===== src/rtl/ysyx_25020047_idu_if.sv =====
// Handshake and write-back bundle between IFU, IDU, EXU and the write-back path.
// The slave modport is the IDU side; master is the environment driving it.
interface ysyx_25020047_idu_if;
   logic        in_valid;
   logic        in_ready;
   logic [31:0] in_inst;
   logic [31:0] in_pc;
   logic        out_valid;
   logic        out_ready;
   logic [8:0]  out_inst_type;
   logic [31:0] out_rdata1;
   logic [31:0] out_rdata2;
   logic [31:0] out_imm;
   logic [31:0] out_pc;
   logic [4:0]  out_rd;
   logic        wb_wen;
   logic [4:0]  wb_waddr;
   logic [31:0] wb_wdata;
   logic        halted;
   logic        illegal;

   modport slave (
      input  in_valid, in_inst, in_pc, out_ready, wb_wen, wb_waddr, wb_wdata,
      output in_ready, out_valid, out_inst_type, out_rdata1, out_rdata2,
             out_imm, out_pc, out_rd, halted, illegal
   );

   modport master (
      output in_valid, in_inst, in_pc, out_ready, wb_wen, wb_waddr, wb_wdata,
      input  in_ready, out_valid, out_inst_type, out_rdata1, out_rdata2,
             out_imm, out_pc, out_rd, halted, illegal
   );
endinterface


===== src/rtl/ysyx_25020047_idu.sv =====
// RV32I subset decode/issue stage: register file, busy scoreboard and a single
// output register towards the EXU.
module ysyx_25020047_idu (
   input logic                  clk,
   input logic                  rst,
   ysyx_25020047_idu_if.slave   bus
);
   logic [31:0] inst;
   logic [6:0]  opcode, funct7;
   logic [2:0]  funct3;
   logic [4:0]  rs1, rs2, rd, rd_eff;
   logic [31:0] imm_i, imm_s, imm_u, imm_j;

   assign inst   = bus.in_inst;
   assign opcode = inst[6:0];
   assign funct3 = inst[14:12];
   assign funct7 = inst[31:25];
   assign rs1    = inst[19:15];
   assign rs2    = inst[24:20];
   assign rd     = inst[11:7];
   assign imm_i  = {{20{inst[31]}}, inst[31:20]};
   assign imm_s  = {{20{inst[31]}}, inst[31:25], inst[11:7]};
   assign imm_u  = {inst[31:12], 12'b0};
   assign imm_j  = {{11{inst[31]}}, inst[31], inst[19:12], inst[20], inst[30:21], 1'b0};

   logic [8:0]  itype;
   logic [31:0] imm;
   logic        use_rs1, use_rs2, wr_rd;

   always_comb begin
      itype   = '0;
      imm     = '0;
      use_rs1 = 1'b0;
      use_rs2 = 1'b0;
      wr_rd   = 1'b0;
      if (inst == 32'h0010_0073) begin
         itype = 9'h004;
      end else begin
         case (opcode)
            7'b0010011: if (funct3 == 3'b000) begin
               itype = 9'h001; imm = imm_i; use_rs1 = 1'b1; wr_rd = 1'b1;
            end
            7'b1100111: if (funct3 == 3'b000) begin
               itype = 9'h002; imm = imm_i; use_rs1 = 1'b1; wr_rd = 1'b1;
            end
            7'b0110011: if (funct3 == 3'b000 && funct7 == 7'b0000000) begin
               itype = 9'h008; use_rs1 = 1'b1; use_rs2 = 1'b1; wr_rd = 1'b1;
            end
            7'b0110111: begin itype = 9'h010; imm = imm_u; wr_rd = 1'b1; end
            7'b0010111: begin itype = 9'h020; imm = imm_u; wr_rd = 1'b1; end
            7'b1101111: begin itype = 9'h040; imm = imm_j; wr_rd = 1'b1; end
            7'b0100011: if (funct3 == 3'b010) begin
               itype = 9'h080; imm = imm_s; use_rs1 = 1'b1; use_rs2 = 1'b1;
            end
            7'b0000011: if (funct3 == 3'b010) begin
               itype = 9'h100; imm = imm_i; use_rs1 = 1'b1; wr_rd = 1'b1;
            end
            default: ;
         endcase
      end
   end

   assign rd_eff = wr_rd ? rd : 5'd0;

   logic [31:0] regs_q [32];
   logic [31:0] busy_q, busy_d, clr_mask, set_mask, busy_eff;
   logic        halted_q, halted_d, illegal_q, illegal_d;
   logic        out_valid_q;
   logic [8:0]  out_type_q;
   logic [31:0] out_rdata1_q, out_rdata2_q, out_imm_q, out_pc_q;
   logic [4:0]  out_rd_q;
   logic        hazard, in_ready, accept;
   logic [31:0] rdata1, rdata2;

   // Bit 0 of every mask stays 0 so x0 never reads as busy.
   always_comb begin
      clr_mask = '0;
      if (bus.wb_wen) clr_mask[bus.wb_waddr] = 1'b1;
      clr_mask[0] = 1'b0;
   end

   assign busy_eff = busy_q & ~clr_mask;
   assign hazard   = (use_rs1 && busy_eff[rs1]) || (use_rs2 && busy_eff[rs2]) || busy_eff[rd_eff];
   assign in_ready = !halted_q && !hazard && (!out_valid_q || bus.out_ready);
   assign accept   = bus.in_valid && in_ready;

   always_comb begin
      set_mask = '0;
      if (accept) set_mask[rd_eff] = 1'b1;
      set_mask[0] = 1'b0;
      busy_d    = busy_eff | set_mask;
      halted_d  = halted_q | (accept && itype == 9'h004);
      illegal_d = illegal_q | (accept && itype == 9'h000);
   end

   // Write-through: a read of the register being written this cycle sees the new data.
   always_comb begin
      rdata1 = '0;
      rdata2 = '0;
      if (rs1 != 5'd0) rdata1 = (bus.wb_wen && bus.wb_waddr == rs1) ? bus.wb_wdata : regs_q[rs1];
      if (rs2 != 5'd0) rdata2 = (bus.wb_wen && bus.wb_waddr == rs2) ? bus.wb_wdata : regs_q[rs2];
   end

   always_ff @(posedge clk or posedge rst) begin
      if (rst) begin
         for (int i = 0; i < 32; i++) regs_q[i] <= '0;
         busy_q       <= '0;
         halted_q     <= 1'b0;
         illegal_q    <= 1'b0;
         out_valid_q  <= 1'b0;
         out_type_q   <= '0;
         out_rdata1_q <= '0;
         out_rdata2_q <= '0;
         out_imm_q    <= '0;
         out_pc_q     <= '0;
         out_rd_q     <= '0;
      end else begin
         busy_q    <= busy_d;
         halted_q  <= halted_d;
         illegal_q <= illegal_d;
         if (bus.wb_wen && bus.wb_waddr != 5'd0) regs_q[bus.wb_waddr] <= bus.wb_wdata;
         if (accept) begin
            out_valid_q  <= 1'b1;
            out_type_q   <= itype;
            out_rdata1_q <= rdata1;
            out_rdata2_q <= rdata2;
            out_imm_q    <= imm;
            out_pc_q     <= bus.in_pc;
            out_rd_q     <= rd_eff;
         end else if (bus.out_ready) begin
            out_valid_q <= 1'b0;
         end
      end
   end

   assign bus.in_ready      = in_ready;
   assign bus.out_valid     = out_valid_q;
   assign bus.out_inst_type = out_type_q;
   assign bus.out_rdata1    = out_rdata1_q;
   assign bus.out_rdata2    = out_rdata2_q;
   assign bus.out_imm       = out_imm_q;
   assign bus.out_pc        = out_pc_q;
   assign bus.out_rd        = out_rd_q;
   assign bus.halted        = halted_q;
   assign bus.illegal       = illegal_q;
endmodule


===== src/flat_wrapper.sv =====
// flat-port wrapper written by rule: the top's interface ports become plain ports
module ysyx_25020047_idu_flat 
  (clk, rst, bus_in_valid, bus_in_inst, bus_in_pc, bus_out_ready, bus_wb_wen, bus_wb_waddr, bus_wb_wdata, bus_in_ready, bus_out_valid, bus_out_inst_type, bus_out_rdata1, bus_out_rdata2, bus_out_imm, bus_out_pc, bus_out_rd, bus_halted, bus_illegal);
  ysyx_25020047_idu_if bus_i ();
  input logic clk;
  input logic rst;
  input wire logic [$bits(bus_i.in_valid)-1:0] bus_in_valid;
  input wire logic [$bits(bus_i.in_inst)-1:0] bus_in_inst;
  input wire logic [$bits(bus_i.in_pc)-1:0] bus_in_pc;
  input wire logic [$bits(bus_i.out_ready)-1:0] bus_out_ready;
  input wire logic [$bits(bus_i.wb_wen)-1:0] bus_wb_wen;
  input wire logic [$bits(bus_i.wb_waddr)-1:0] bus_wb_waddr;
  input wire logic [$bits(bus_i.wb_wdata)-1:0] bus_wb_wdata;
  output wire logic [$bits(bus_i.in_ready)-1:0] bus_in_ready;
  output wire logic [$bits(bus_i.out_valid)-1:0] bus_out_valid;
  output wire logic [$bits(bus_i.out_inst_type)-1:0] bus_out_inst_type;
  output wire logic [$bits(bus_i.out_rdata1)-1:0] bus_out_rdata1;
  output wire logic [$bits(bus_i.out_rdata2)-1:0] bus_out_rdata2;
  output wire logic [$bits(bus_i.out_imm)-1:0] bus_out_imm;
  output wire logic [$bits(bus_i.out_pc)-1:0] bus_out_pc;
  output wire logic [$bits(bus_i.out_rd)-1:0] bus_out_rd;
  output wire logic [$bits(bus_i.halted)-1:0] bus_halted;
  output wire logic [$bits(bus_i.illegal)-1:0] bus_illegal;
  assign bus_i.in_valid = bus_in_valid;
  assign bus_i.in_inst = bus_in_inst;
  assign bus_i.in_pc = bus_in_pc;
  assign bus_i.out_ready = bus_out_ready;
  assign bus_i.wb_wen = bus_wb_wen;
  assign bus_i.wb_waddr = bus_wb_waddr;
  assign bus_i.wb_wdata = bus_wb_wdata;
  assign bus_in_ready = bus_i.in_ready;
  assign bus_out_valid = bus_i.out_valid;
  assign bus_out_inst_type = bus_i.out_inst_type;
  assign bus_out_rdata1 = bus_i.out_rdata1;
  assign bus_out_rdata2 = bus_i.out_rdata2;
  assign bus_out_imm = bus_i.out_imm;
  assign bus_out_pc = bus_i.out_pc;
  assign bus_out_rd = bus_i.out_rd;
  assign bus_halted = bus_i.halted;
  assign bus_illegal = bus_i.illegal;
  ysyx_25020047_idu u_core (.clk(clk), .rst(rst), .bus(bus_i));
endmodule

===== config.mk =====
export PLATFORM = sky130hd
export DESIGN_NAME = ysyx_25020047_idu_flat
export DESIGN_NICKNAME = d
export VERILOG_FILES = /design/src/rtl/ysyx_25020047_idu_if.sv /design/src/rtl/ysyx_25020047_idu.sv /design/src/flat_wrapper.sv
export SDC_FILE = /design/constraint.sdc
export NUM_CORES = 2
export LEC_CHECK = 0
export CAP_MARGIN = 20
export CELL_PAD_IN_SITES_DETAIL_PLACEMENT = 1
export CELL_PAD_IN_SITES_GLOBAL_PLACEMENT = 1
export CORE_AREA = 2 2 411 413
export DETAILED_ROUTE_END_ITERATION = 10
export DIE_AREA = 0 0 413 415
export GPL_ROUTABILITY_DRIVEN = 0
export GPL_TIMING_DRIVEN = 0
export HOLD_SLACK_MARGIN = 0.12
export PLACE_DENSITY_LB_ADDON = 0.05
export SETUP_SLACK_MARGIN = 0.15
export SYNTH_ARGS = -nofsm -noshare
export SYNTH_HDL_FRONTEND = slang
export SYNTH_SLANG_ARGS = --single-unit

===== constraint.sdc =====
create_clock -name clk -period 96.1 [get_ports clk]
set_clock_uncertainty 0.2 [all_clocks]
set_input_delay 28.83 -clock clk [delete_from_list [all_inputs] [get_ports clk]]
set_output_delay 28.83 -clock clk [all_outputs]
set_load 0.03 [all_outputs]

# Word-level counts from Yosys, hierarchy flattened
# Cells that the tools add are included.
dict set report classes {
  magnitude_cmp 10
  n_eq_ne 13
  n_mux 49
  bitwise_logic 8
  n_reduce_logical 31
}
# op count
set ops {}
lappend ops {{$bwmux 1024} 1}
lappend ops {{$mux 32} 15}
lappend ops {{$bmux 32 s5} 2}
lappend ops {{$demux 32 s5} 1}
lappend ops {{$pmux 32 s5} 1}
lappend ops {{$pmux 9 s8} 1}
lappend ops {{$and 32x32->32} 1}
lappend ops {{$eq 32x21->1 const B} 1}
lappend ops {{$not 32->32} 1}
lappend ops {{$or 32x32->32} 1}
lappend ops {{$lt 5x6->1 const B} 4}
lappend ops {{$eq 7x6->1 const B} 3}
lappend ops {{$ge 6x6->1 const B} 3}
lappend ops {{$mux 9} 2}
lappend ops {{$not 5->6} 3}
lappend ops {{$bmux 1 s5} 3}
lappend ops {{$reduce_bool 5->1} 3}
lappend ops {{$eq 7x5->1 const B} 2}
lappend ops {{$eq 7x7->1 const B} 2}
lappend ops {{$logic_and 1x1->1} 14}
lappend ops {{$mux 1} 14}
lappend ops {{$demux 1 s5} 2}
lappend ops {{$eq 5x5->1} 2}
lappend ops {{$ge 5x1->1 const B} 2}
lappend ops {{20 further kinds} 27}
dict set report word_totals {
  regBits 1201
  input_bits 106
  out_inout_bits 146
  word_cells 153
}

# Longest topological paths before layout
dict set report depth {
  word_depth 18
  mapped_depth 14
  depth_no_buf 9
}

# Worst setup path after synthesis
# OpenSTA, ideal clock, no wires.
dict set report synth_path {
  path_type {input to output}
  startpoint {input port bus_wb_waddr[3]}
  endpoint {output port bus_in_ready}
  t_arrival_ps 31318
  required_time_ps 67070
  path_slack_ps 35752
  stages 9
  n_path_buf 1
  path_cell_list {buf_2 or4b_4 o21ai_2 nor2_1 a31oi_1 o21ai_1 o311a_1 or4_1 a21oi_1}
}
dict set report synth_via {
  elab_chain_len 15
  word_cells_on_any_way 21
  classes_between {2 x order compare; 9 x mux; 2 x bitwise; 8 x reduce/logical}
}
# item line
set synth_lines {}
lappend synth_lines {{start: declaration} flat_wrapper.sv:12} ;# input wire logic [$bits(bus_i.wb_waddr)-1:0] bus_wb_waddr;
lappend synth_lines {{$lt 5x6->1 (not written as such) or $ge 5x1->1 (tied branches)} ysyx_25020047_idu.sv:78} ;# if (bus.wb_wen) clr_mask[bus.wb_waddr] = 1'b1;
lappend synth_lines {{$logic_and 1x1->1 (not written as such)} ysyx_25020047_idu.sv:78}
lappend synth_lines {{$mux 1 (not written as such)} ysyx_25020047_idu.sv:78}
lappend synth_lines {{$demux 1 s5 *} -}
lappend synth_lines {{$mux 32 *} ysyx_25020047_idu.sv:78}
lappend synth_lines {{$not 32->32 *} ysyx_25020047_idu.sv:82} ;# assign busy_eff = busy_q & ~clr_mask;
lappend synth_lines {{$and 32x32->32 *} ysyx_25020047_idu.sv:82}
lappend synth_lines {{$bmux 1 s5} ysyx_25020047_idu.sv:83} ;# assign hazard = (use_rs1 && busy_eff[rs1]) || (use_rs2 && busy_eff[rs2]) || busy_eff[rd_eff];
lappend synth_lines {{$mux 1 (not written as such)} ysyx_25020047_idu.sv:83}
lappend synth_lines {{$logic_and 1x1->1} ysyx_25020047_idu.sv:83}
lappend synth_lines {{$logic_or 1x1->1} ysyx_25020047_idu.sv:83}
lappend synth_lines {{$logic_or 1x1->1 *} ysyx_25020047_idu.sv:83}
lappend synth_lines {{$logic_not 1->1 *} ysyx_25020047_idu.sv:84} ;# assign in_ready = !halted_q && !hazard && (!out_valid_q || bus.out_ready);
lappend synth_lines {{$logic_and 1x1->1 * (2 in a row)} ysyx_25020047_idu.sv:84}
lappend synth_lines {{end: declaration} flat_wrapper.sv:14} ;# output wire logic [$bits(bus_i.in_ready)-1:0] bus_in_ready;
# Mark *: on every way between the ends. The rest lies on a longest branch, timed or not. The select of a mux whose other input is x is not followed.

# Worst setup path in the final report
# Same ends and word-level chain as after synthesis.

==> flow_summary_export.csv <==
group,metric,value,unit
detailed_routing,drtIter0Drc,4323,
detailed_routing,ant_nets,0,
min_path,min-delay-path-class,"reg2reg",
logic_synthesis,synth_warnings,0,
worst_setup_path,r2r-end,"u_core.bus.out_rdata1[8]",
floorplan,start_util,0.3777,
timing,period_share,0.6509,
worst_setup_path,worstSetupPathType,"in2out",
global_routing,antenna_found_initial,7,
layout,most-common-layout-cells,"dfrtp_1 (1200), mux2_2 (1110), mux4_2 (631), clkbuf_1 (320), clkdlybuf4s50_1 (247)",
logic_synthesis,synth-seq-cells,1200,
power_and_ir_drop,p_int,1122,uW
logic_synthesis,synthTopCellsByArea,"dfrtp_1 (48%), mux4_2 (23%), mux2_2 (20%), clkbuf_1 (2.0%), mux2i_1 (1.5%)",
detailed_routing,dr_total_vias,43110,
min_path,min_from,"u_core.bus.illegal",
power_and_ir_drop,vdd_ir_drop_max,0.02070,mV
layout,multi_input_area,0.03104,sq mm
power_and_ir_drop,powerDensity,21.10,mW/mm^2
logic_synthesis,syn_area_per_cell,15.52,sq um
layout,nets,4690,
detailed_routing,dr.pass1.iters,5,
logic_synthesis,synth_cells,4057,
clock_network,cts_buffer_depth,3,
worst_setup_path,startpoint_type,"primary input",
clock_network,cts.repair.resized,0,
detailed_routing,routed_wl,275200,um
logic_synthesis,synth_top_flop_cell,"dfrtp_1",
logic_synthesis,async_flop_share,1.000,
clock_network,htreeDepth,4,
power_and_ir_drop,seqPwrFrac,0.420,
power_and_ir_drop,p_sw,468.0,uW
clock_network,insertion_delay,810,ps
floorplan,die_w,413,um
timing,min_period,62550,ps
logic_synthesis,synth_top_area_frac,0.4770,
timing,rsz0062_at_grt,"false",
floorplan,core,0.1667,sq mm
logic_synthesis,synth_area,0.06295,sq mm
placement,place_area,0.07065,sq mm
detailed_routing,post_drt_wl_per_cell,39.92,um
timing,clock.fmax,15.99,MHz
worst_setup_path,end_kind,"output pin",
layout,seqCellArea,0.03003,sq mm
logic_synthesis,synth_cell_types,68,
floorplan,top_level_ports,252,
layout,fillerInstances,16360,
layout,design_area,0.07534,sq mm
clock_network,holdBufCountCts,0,
timing,final_hold_viol_count,0,
global_routing,gr-total-overflow,0,
power_and_ir_drop,p_sw_frac,0.2944,
detailed_routing,drc,0,
job,max-cap-violations,0,
placement,hpwl,199200,um
power_and_ir_drop,p_leak,0.03187,uW
worst_setup_path,path_max_fanout,10,
timing,setup_viol,0,
clock_network,path_clk_slew,50,ps
global_routing,grt_max_degree,118,
worst_setup_path,rr_startpoint,"u_core.busy_q[15]",
power_and_ir_drop,combPwrFrac,0.234,
worst_setup_path,rrSetupSlack,91820,ps
worst_setup_path,crit_required,67070,ps
layout,layout_commonest_cell,"dfrtp_1",
placement,io_buffers,247,
clock_network,cts_setup_buffers,0,
layout,areaGrowthSynthToFinish,19.69,%
timing,drv_slew,0,
worst_setup_path,cp.arrival,33520,ps
layout,final_layout_size_suffix_gt1_frac,0.4781,
clock_network,clk_root_buffer_cell,"clkbuf_16",
clock_network,clock_sinks,1200,
min_path,hold_path_end,"u_core.bus.illegal",
outcome,outcome,"finished, final reports clean",
detailed_routing,via_per_inst,6.254,
global_routing,grt_pass1_vias,44920,
floorplan,die-height,415,um
logic_synthesis,synth-edff-count,0,
timing,final.setup.tns,0,ps
global_routing,grt_usage,0.3226,
layout,final_util,0.4521,
clock_network,cts_tree,"built",
power_and_ir_drop,power.share.clock,0.346,
floorplan,die-area,0.1714,sq mm
logic_synthesis,synth_area_leader_cell,"dfrtp_1",
min_path,hold_depth,1,
logic_synthesis,yosysSeqAreaShare,0.4770,
worst_setup_path,r2r_cells,10,
floorplan,rows,150,
global_routing,grt_pass1_wl,378700,um
timing,worst_slew_pin_slew,1239,ps
clock_network,cts-buffers-inserted,146,
timing,slew_headroom,0.1718,
logic_synthesis,syn_nets,4163,
-- registers in the layout, indices dropped and copies added, names as in the netlist, 5 cells and up --
register / count
u_core.bus.out_rdata1: 32
u_core.bus.out_pc: 32
u_core.bus.out_imm: 32
u_core.bus.out_rd: 5
u_core.regs_q: 1024
u_core.busy_q: 31
u_core.bus.out_inst_type: 9
u_core.bus.out_rdata2: 32
-- stage by stage --
stage,power (uW),hold slack (ps),setup WS (ps),cells
6_report,1590,271.3,33550,6893
5_1_grt,1650,297.8,33570,6891
4_1_cts,1598,267.8,33750,6890
3_5_place_dp,1043,255.3,33790,6639
3_3_place_gp,1030,253.9,15600,6508
2_1_floorplan,903.4,241.3,33260,4057
-- worst max path at each step --
| stage | cells past startpoint | end | start |
|---|---|---|---|
| 2_1_floorplan | 1 | u_core.bus.halted | rst |
| 3_3_place_gp | 2 | u_core.bus.out_pc[22] | rst |
| 3_5_place_dp | 11 | bus_in_ready | bus_wb_waddr[3] |
| 4_1_cts | 11 | bus_in_ready | bus_wb_waddr[3] |
| 5_1_grt | 11 | bus_in_ready | bus_wb_waddr[3] |
| 6_report | 10 | bus_in_ready | bus_wb_waddr[3] |
-- power by group through the flow --
stage / registers [uW] / clock network (uW) / logic (uW)
after global placement: 671 / 0 / 358
after detailed placement: 673 / 0 / 370
after floorplan: 676 / 0 / 227
after CTS: 665 / 562 / 371
after global routing: 680 / 581 / 390
final: 668 / 551 / 371
-- cell type report --
cell class                      instances  share of cell area
Sequential cell                      1200              0.3986
Tap cell                             2204             0.03660
Timing Repair Buffer                  379             0.06415
Clock inverter                         34            0.004418
Antenna cell                            2          0.00006643
Multi-Input combinational cell       2375              0.4119
Inverter                               27            0.001445
Clock buffer                          217             0.05753
Buffer                                455             0.02526
-- cells by family after synthesis --
| group | share of synthesized area |
|---|---|
| compound gates | 0.02821 |
| xor+xnor | 0.001391 |
| buf+inv | 0.03005 |
| flops | 0.4770 |
| mux | 0.4405 |
| simple gates | 0.02282 |
-- critical path, cell delays in order --
cell and delay [ps]:
clkdlybuf4s50_1 630, buf_2 320, nand4_1 740, o21ai_0 930
mux4_2 380, and3_1 150, o31ai_1 90, or4_1 570
a21oi_1 180, clkdlybuf4s50_1 700
-- metal layers --
metal	wire (um)	share of wire	vias up	GRT usage
li1	-	-	16730	-
met1	115900	0.42	23990	0.4451
met2	125300	0.46	1900	0.4926
met3	21490	0.078	487	0.07063
met4	12420	0.045	0	0.1324
met5	0	0	-	0
-- synthesized netlist by cell type, types with 3 or more instances --
cell       instances
nand4bb_1          3
o211ai_1           4
nor2_1           106
mux2_2          1110
and2_1            20
buf_2             21
nand4_1            6
nor4_1             6
clkbuf_1         330
mux4_2           631
a21o_1             3
nor2b_1            7
o22ai_1            4
buf_4              7
a31oi_1            7
mux2i_1           96
a22o_1             5
buf_6              4
mux2_1             5
o22a_1             4
a211oi_1          86
o41ai_1           16
o21ai_0           22
o31ai_1            4
nand3_1           17
o2111ai_1          3
nand2_1           70
o21ai_1            8
a21oi_1           30
nand2b_1          12
or2_2              5
xor2_1             8
o2111a_1           3
dfrtp_1         1200
buf_1             93
inv_1             26
and3_1             4
nor3_1            12
nor4b_1            3
or3_1              6
o41ai_2           16
(Power assumes the default switching activity.)
